**config.mk**
```make
export PLATFORM = sky130hd
export DESIGN_NAME = keypad_scanner_flat
export DESIGN_NICKNAME = d
export VERILOG_FILES = /design/src/rtl/keypad_pkg.sv /design/src/rtl/keypad_scanner_if.sv /design/src/rtl/sync_2ff.sv /design/src/rtl/keypad_scanner.sv /design/src/flat_wrapper.sv
export SDC_FILE = /design/constraint.sdc
export NUM_CORES = 1
export LEC_CHECK = 0
export CAP_MARGIN = 20
export CORE_MARGIN = 2
export CORE_UTILIZATION = 63
export DETAILED_ROUTE_END_ITERATION = 12
export DONT_BUFFER_PORTS = 1
export MAX_ROUTING_LAYER = met4
export PLACE_DENSITY = 0.81
export SYNTH_ARGS = -nofsm -noshare
export SYNTH_HDL_FRONTEND = slang
export SYNTH_SLANG_ARGS = --single-unit
```
**constraint.sdc**
```tcl
create_clock -name clk -period 3.75 [get_ports clk]
set_input_delay 0.5625 -clock clk [delete_from_list [all_inputs] [get_ports clk]]
set_output_delay 0.5625 -clock clk [all_outputs]
set_load 0.01 [all_outputs]
```
**src/rtl/keypad_pkg.sv**
```systemverilog
// keypad_pkg: shared definitions for the 4x4 keypad scanner.
//   state_e   - scanner FSM states (scan, debounce, held, release)
//   key_map   - (row, col) -> hex key code for the physical keypad layout
//   low_col   - index of the single low bit in an active-low column pattern
//   single_low- true when exactly one column line is pulled low
//   row_drive - active-low one-cold row drive pattern for a row index
package keypad_pkg;

  localparam int unsigned NumRows = 4;
  localparam int unsigned NumCols = 4;

  typedef enum logic [1:0] {
    StScan     = 2'd0,
    StDebounce = 2'd1,
    StHeld     = 2'd2,
    StRelease  = 2'd3
  } state_e;

  // Physical layout, col0 leftmost:
  //   row0: 1 2 3 A
  //   row1: 4 5 6 B
  //   row2: 7 8 9 C
  //   row3: E 0 F D
  function automatic logic [3:0] key_map(input logic [1:0] row, input logic [1:0] col);
    logic [3:0] code;
    code = 4'h0;
    unique case ({row, col})
      4'h0: code = 4'h1;
      4'h1: code = 4'h2;
      4'h2: code = 4'h3;
      4'h3: code = 4'hA;
      4'h4: code = 4'h4;
      4'h5: code = 4'h5;
      4'h6: code = 4'h6;
      4'h7: code = 4'hB;
      4'h8: code = 4'h7;
      4'h9: code = 4'h8;
      4'hA: code = 4'h9;
      4'hB: code = 4'hC;
      4'hC: code = 4'hE;
      4'hD: code = 4'h0;
      4'hE: code = 4'hF;
      4'hF: code = 4'hD;
    endcase
    return code;
  endfunction

  // Only meaningful when the pattern has exactly one low bit.
  function automatic logic [1:0] low_col(input logic [3:0] pattern);
    logic [1:0] idx;
    idx = 2'd0;
    for (int i = 0; i < NumCols; i++) begin
      if (!pattern[i]) idx = 2'(i);
    end
    return idx;
  endfunction

  function automatic logic single_low(input logic [3:0] pattern);
    logic [2:0] n_low;
    n_low = 3'd0;
    for (int i = 0; i < NumCols; i++) begin
      n_low = n_low + {2'b00, ~pattern[i]};
    end
    return n_low == 3'd1;
  endfunction

  function automatic logic [3:0] row_drive(input logic [1:0] row);
    return ~(4'b0001 << row);
  endfunction

endpackage

```
**src/rtl/keypad_scanner_if.sv**
```systemverilog
// keypad_scanner_if: signals between the scanner and the keypad/consumer side.
//   cols      - raw active-low column lines from the keypad (async to clk)
//   rows      - active-low one-cold row drive
//   key_code  - hex code of the last accepted key
//   key_valid - one-cycle pulse on acceptance of a new key
//   key_down  - high while the accepted key is still held (incl. release debounce)
// master: the scanner; slave: the keypad plus whoever consumes the key events.
interface keypad_scanner_if;
  logic [3:0] cols;
  logic [3:0] rows;
  logic [3:0] key_code;
  logic       key_valid;
  logic       key_down;

  modport master (
    input  cols,
    output rows,
    output key_code,
    output key_valid,
    output key_down
  );

  modport slave (
    output cols,
    input  rows,
    input  key_code,
    input  key_valid,
    input  key_down
  );
endinterface

```
**src/rtl/sync_2ff.sv**
```systemverilog
// sync_2ff: two-flop synchronizer for asynchronous inputs.
//   clk      - destination clock
//   reset    - synchronous active-low reset, loads RESET_VAL into both flops
//   i_async  - asynchronous input bus
//   o_sync   - synchronized output, two cycles behind i_async
module sync_2ff #(
  parameter int unsigned           WIDTH     = 1,
  parameter logic [WIDTH-1:0]      RESET_VAL = '0
) (
  input  logic             clk,
  input  logic             reset,
  input  logic [WIDTH-1:0] i_async,
  output logic [WIDTH-1:0] o_sync
);

  logic [WIDTH-1:0] r_meta;
  logic [WIDTH-1:0] r_sync;

  always_ff @(posedge clk) begin
    if (!reset) begin
      r_meta <= RESET_VAL;
      r_sync <= RESET_VAL;
    end else begin
      r_meta <= i_async;
      r_sync <= r_meta;
    end
  end

  assign o_sync = r_sync;

endmodule

```
**src/rtl/keypad_scanner.sv**
```systemverilog
// keypad_scanner: scans a 4x4 active-low matrix keypad, debounces press and
// release, and reports one event per accepted key.
//   clk       - system clock, all state on the rising edge
//   reset     - synchronous active-low reset
//   kp.cols   - raw column lines (async), synchronized before use
//   kp.rows   - one-cold row drive, registered
//   kp.key_code / kp.key_valid / kp.key_down - registered key outputs
// Every output is a flop, so there is no combinational path from cols.
module keypad_scanner
  import keypad_pkg::*;
#(
  parameter int unsigned SCAN_CYCLES     = 1000,
  parameter int unsigned DEBOUNCE_CYCLES = 20000
) (
  input  logic               clk,
  input  logic               reset,
  keypad_scanner_if.master   kp
);

  localparam int unsigned DwellW  = $clog2(SCAN_CYCLES) + 1;
  localparam int unsigned StableW = $clog2(DEBOUNCE_CYCLES) + 1;

  localparam logic [DwellW-1:0]  DwellLast  = DwellW'(SCAN_CYCLES - 1);
  localparam logic [StableW-1:0] StableLast = StableW'(DEBOUNCE_CYCLES - 1);

  state_e              r_state;
  logic [1:0]          r_row;
  logic [3:0]          r_rows;
  logic [3:0]          r_pat;
  logic [3:0]          r_code;
  logic                r_valid;
  logic                r_down;
  logic [DwellW-1:0]   r_dwell;
  logic [StableW-1:0]  r_stable;

  logic [3:0]          w_scols;
  logic [1:0]          w_row_next;
  logic                w_one_low;
  logic                w_all_high;
  logic                w_match;
  logic [DwellW-1:0]   w_dwell_inc;
  logic [StableW-1:0]  w_stable_inc;

  // Idle lines read high, so the synchronizer resets to "no key".
  sync_2ff #(
    .WIDTH     (4),
    .RESET_VAL (4'b1111)
  ) u_sync (
    .clk     (clk),
    .reset   (reset),
    .i_async (kp.cols),
    .o_sync  (w_scols)
  );

  assign w_row_next = r_row + 2'd1;
  assign w_one_low  = single_low(w_scols);
  assign w_all_high = (w_scols == 4'b1111);
  assign w_match    = (w_scols == r_pat);

  // Counters stop at all-ones rather than wrapping.
  assign w_dwell_inc  = (r_dwell == '1) ? r_dwell : r_dwell + 1'b1;
  assign w_stable_inc = (r_stable == '1) ? r_stable : r_stable + 1'b1;

  always_ff @(posedge clk) begin
    if (!reset) begin
      r_state  <= StScan;
      r_row    <= 2'd0;
      r_rows   <= 4'b1110;
      r_pat    <= 4'b1111;
      r_code   <= 4'h0;
      r_valid  <= 1'b0;
      r_down   <= 1'b0;
      r_dwell  <= '0;
      r_stable <= '0;
    end else begin
      r_valid <= 1'b0;
      unique case (r_state)
        StScan: begin
          if (r_dwell == DwellLast) begin
            if (w_one_low) begin
              // Keep driving this row while the candidate is confirmed.
              r_pat    <= w_scols;
              r_stable <= '0;
              r_state  <= StDebounce;
            end else begin
              r_row   <= w_row_next;
              r_rows  <= row_drive(w_row_next);
              r_dwell <= '0;
            end
          end else begin
            r_dwell <= w_dwell_inc;
          end
        end

        StDebounce: begin
          if (w_match) begin
            if (r_stable == StableLast) begin
              r_valid <= 1'b1;
              r_down  <= 1'b1;
              r_code  <= key_map(r_row, low_col(r_pat));
              r_state <= StHeld;
            end else begin
              r_stable <= w_stable_inc;
            end
          end else begin
            r_row   <= w_row_next;
            r_rows  <= row_drive(w_row_next);
            r_dwell <= '0;
            r_state <= StScan;
          end
        end

        StHeld: begin
          // Extra keys on the held row are ignored; only a full release counts.
          if (w_all_high) begin
            r_stable <= '0;
            r_state  <= StRelease;
          end
        end

        StRelease: begin
          if (w_all_high) begin
            if (r_stable == StableLast) begin
              r_down  <= 1'b0;
              r_row   <= w_row_next;
              r_rows  <= row_drive(w_row_next);
              r_dwell <= '0;
              r_state <= StScan;
            end else begin
              r_stable <= w_stable_inc;
            end
          end else begin
            r_state <= StHeld;
          end
        end
      endcase
    end
  end

  assign kp.rows      = r_rows;
  assign kp.key_code  = r_code;
  assign kp.key_valid = r_valid;
  assign kp.key_down  = r_down;

endmodule

```
**src/flat_wrapper.sv**
```systemverilog
// flat-port wrapper written by rule: the top's interface ports become plain ports
module keypad_scanner_flat import keypad_pkg::*;
#(
  parameter int unsigned SCAN_CYCLES     = 1000,
  parameter int unsigned DEBOUNCE_CYCLES = 20000
)
  (clk, reset, kp_cols, kp_rows, kp_key_code, kp_key_valid, kp_key_down);
  keypad_scanner_if kp_i ();
  input  logic clk;
  input  logic reset;
  input wire logic [$bits(kp_i.cols)-1:0] kp_cols;
  output wire logic [$bits(kp_i.rows)-1:0] kp_rows;
  output wire logic [$bits(kp_i.key_code)-1:0] kp_key_code;
  output wire logic [$bits(kp_i.key_valid)-1:0] kp_key_valid;
  output wire logic [$bits(kp_i.key_down)-1:0] kp_key_down;
  assign kp_i.cols = kp_cols;
  assign kp_rows = kp_i.rows;
  assign kp_key_code = kp_i.key_code;
  assign kp_key_valid = kp_i.key_valid;
  assign kp_key_down = kp_i.key_down;
  keypad_scanner #(.SCAN_CYCLES(SCAN_CYCLES), .DEBOUNCE_CYCLES(DEBOUNCE_CYCLES)) u_core (.clk(clk), .reset(reset), .kp(kp_i));
endmodule
```
==> results.json <==
{
  "status": "finished clean",
  "critPathMaxFanout": 14,
  "cts_tree": "done",
  "min_path_type": "in -> reg",
  "yosys_register_bits": 53,
  "cts_root_buf": "clkbuf_8",
  "rsz0062_at_grt": "no",
  "dieHeight_um": 74.41,
  "dpl_worst_slack_ps": 757.7,
  "cts.sinks": 53,
  "via_per_inst": 6.533,
  "synthesis.nets": 396,
  "max_slew_margin_pct": 37.21,
  "finalSetupViolCount": 0,
  "vias": 2829,
  "wl_per_cell_um": 15.92,
  "grt_max_degree": 67,
  "place_area_um2": 3129,
  "yosysMostFrequentCell": "dfxtp_1",
  "yosys-top-cells-count": "dfxtp_1 (53), nand2_1 (51), nor2_1 (22)",
  "fin_ws_ps": 702.4,
  "async_reset_ff_share_pct": 0,
  "cp_cell_sequence": "inv_1 -> ha_1 -> inv_1 -> fa_1 -> inv_1 -> ha_1 -> nor3_1 -> and4_1 -> o211a_1 -> nand3_1 -> o41ai_1",
  "synth_edf_count": 0,
  "fin_setup_tns_ps": 0,
  "arrival_ps": 3260,
  "netlist_instances": 377,
  "area_growth_pct": 3.566,
  "overflow": 0,
  "clk_pin_slew_ps": 100,
  "initial_core_util_pct": 65.68,
  "required_ps": 3960,
  "critPathBufInv": 3,
  "core_um2": 4755,
  "maxSlewViolCount": 0,
  "synth_top_area_cell": "dfxtp_1",
  "startpoint_type": "register",
  "postLayoutCoreUtil_pct": 68.03,
  "leakagePower_nw": 1.098,
  "skew_ps": 14.42,
  "grt_pass1_wl_um": 11310,
  "io_buffer_count": 0,
  "yosysWarnings": 0,
  "cap_viol_max_count": 0,
  "antenna_found_initial": 0,
  "worst_pin_slew_ps": 938.3,
  "dp_hpwl_um": 4651,
  "htreeDepth": 2,
  "final_hold_viol_count": 0,
  "postCtsHoldBufs": 0,
  "nFillCells": 433,
  "synth_ff_type": "dfxtp_1",
  "syn_area_per_cell_um2": 8.284,
  "die_area_um2": 5536,
  "cpMaxStageDelayCell": "o211a_1",
  "period_minus_slack_ps": 3048,
  "period_share_pct": 81.27,
  "antenna_left": 0,
  "power_frac_clock_pct": 36.5,
  "drt_wl_total_um": 6892,
  "synth_area_um2": 3123,
  "cts_resized": 0,
  "firstDrtPassIters": 5,
  "cellPowerDensity_nw_per_um2": 295.2,
  "drive_gt1_share_pct": 7.923,
  "drt_iter0_markers": 276,
  "synth_top_area_share_pct": 33.97,
  "grt_pass1_vias": 2510,
  "die_w_um": 74.41,
  "path_class": "reg -> reg",
  "clock_latency_ps": 310,
  "hold_ws_ps": 335.2,
  "cts_buffers": 5,
  "ioPinCount": 16,
  "grtUsageTotal_pct": 26.71,
  "cpMostUsedCell": "inv_1",
  "ys_seq_area_share_pct": 33.97,
  "core.rowCount": 25,
  "clk_path_buf_depth": 2,
  "final_area_um2": 3234,
  "place_congestion": 0.8876,
  "fin_nets": 384,
  "power_switching_w": 0.0002199,
  "pwr-share-comb_pct": 3.1,
  "cp-end-kind": "register",
  "p_sw_share_pct": 23.03,
  "synthTopCellsByArea": "dfxtp_1 (34%), nand2_1 (6.1%), ha_1 (4.8%)",
  "cp_top_family": "adder cells",
  "max_stage_delay_ps": 480,
  "vdd_drop_max_mv": 0.2032,
  "ys_types": 51,
  "cts_setup_buffers": 0,
  "antenna_cells": 0,
  "p_int_w": 0.0007349,
  "sequentialPowerShare_pct": 60.4,
  "drc": 0,
  "max_freq_mhz": 328.1
}
[state kept, by name (all words and copies together), names as in the netlist]
signal / flops
u_core.r_state: 2
u_core.r_dwell: 11
u_core.r_stable: 16
u_core.kp.key_valid: 1
u_core.u_sync.r_meta: 4
u_core.u_sync.o_sync: 4
u_core.kp.key_code: 4
u_core.r_pat: 4
u_core.kp.key_down: 1
u_core.kp.rows: 4
u_core.r_row: 2
[layout by cell type, fill, tap and decap left out, types with 3 or more instances in the layout]
| cell | count |
|---|---|
| a21oi_1 | 9 |
| a31o_2 | 6 |
| a31oi_1 | 10 |
| and2_1 | 5 |
| and3_1 | 3 |
| and4_1 | 8 |
| buf_4 | 4 |
| clkbuf_8 | 6 |
| dfxtp_1 | 53 |
| ha_1 | 12 |
| inv_1 | 12 |
| mux2_2 | 3 |
| mux2i_1 | 7 |
| nand2_1 | 51 |
| nand2b_1 | 13 |
| nand3_1 | 20 |
| nand4_1 | 11 |
| nand4b_1 | 3 |
| nor2_1 | 22 |
| nor3_1 | 6 |
| nor4_1 | 10 |
| nor4b_1 | 5 |
| o211ai_1 | 4 |
| o21ai_0 | 15 |
| o221ai_1 | 6 |
| o22ai_1 | 3 |
| o311ai_0 | 4 |
| o31ai_1 | 3 |
| o32ai_1 | 5 |
| o41ai_1 | 6 |
| or3_1 | 5 |
| or4_1 | 6 |
| xnor2_1 | 4 |
[power groups by stage]
stage / sequential (W) / combinational (W) / clock, W
2_1_floorplan: 0.000588 / 0.0000318 / 0
4_1_cts: 0.000577 / 0.0000297 / 0.000354
3_3_place_gp: 0.000589 / 0.0000286 / 0
5_1_grt: 0.000578 / 0.0000326 / 0.000381
6_report: 0.000577 / 0.0000296 / 0.000349
3_5_place_dp: 0.000589 / 0.0000293 / 0
[layout make-up]
class / instances / area, µm² / share of cell area [%]
well taps: 67 / 83.83 / 2.592
clock buffers: 6 / 82.58 / 2.553
clock inverters: 2 / 17.52 / 0.5416
multi-input cells: 287 / 1906 / 58.92
inverters: 13 / 48.80 / 1.509
repair buffers: 5 / 35.03 / 1.083
flip-flops and latches: 53 / 1061 / 32.80
[metal layers]
metal / routed length [µm] / up-vias / track usage, %
li1: - / 1396 / -
met1: 3084 / 1327 / 33.61
met2: 3369 / 101 / 44.94
met3: 393 / 5 / 4.201
met4: 44 / 0 / 6.548
met5: 0 / - / -
[per-stage QoR]
stage / std cells / total power, W
after floorplan: 377 / 0.0006194
after global placement: 424 / 0.0006176
after detailed placement: 424 / 0.0006187
after CTS: 432 / 0.0009604
after global routing: 433 / 0.0009915
final: 433 / 0.0009548
[cells by family (layout without fill, tap and decap cells)]
| logic type | Yosys count | after routing | synth area share [%] |
|---|---|---|---|
| muxes | 10 | 10 | 3.325 |
| adders and majority gates | 13 | 13 | 5.449 |
| and+or+nand+nor | 180 | 180 | 32.57 |
| DFF | 53 | 53 | 33.97 |
| buffers and inverters | 37 | 26 | 5.008 |
| AOI/OAI and AO/OA | 80 | 80 | 18.55 |
| xor gates and xnor gates | 4 | 4 | 1.122 |
[final timing paths]
path | startpoint | end | slack, ps | cells past startpoint
min reg2reg | u_core.u_sync.r_meta[1]$_SDFF_PN1_ | u_core.u_sync.o_sync[1]$_SDFF_PN1_ | 420 | 1
max reg2reg | u_core.u_sync.o_sync[1]$_SDFF_PN1_ | u_core.r_stable[9]$_SDFFE_PN0P_ | 700 | 11
min | reset | u_core.r_pat[3]$_SDFFE_PN1P_ | 340 | 1
max | u_core.u_sync.o_sync[1]$_SDFF_PN1_ | u_core.r_stable[9]$_SDFFE_PN0P_ | 700 | 11
No activity file was read; power rests on OpenSTA's default activity.
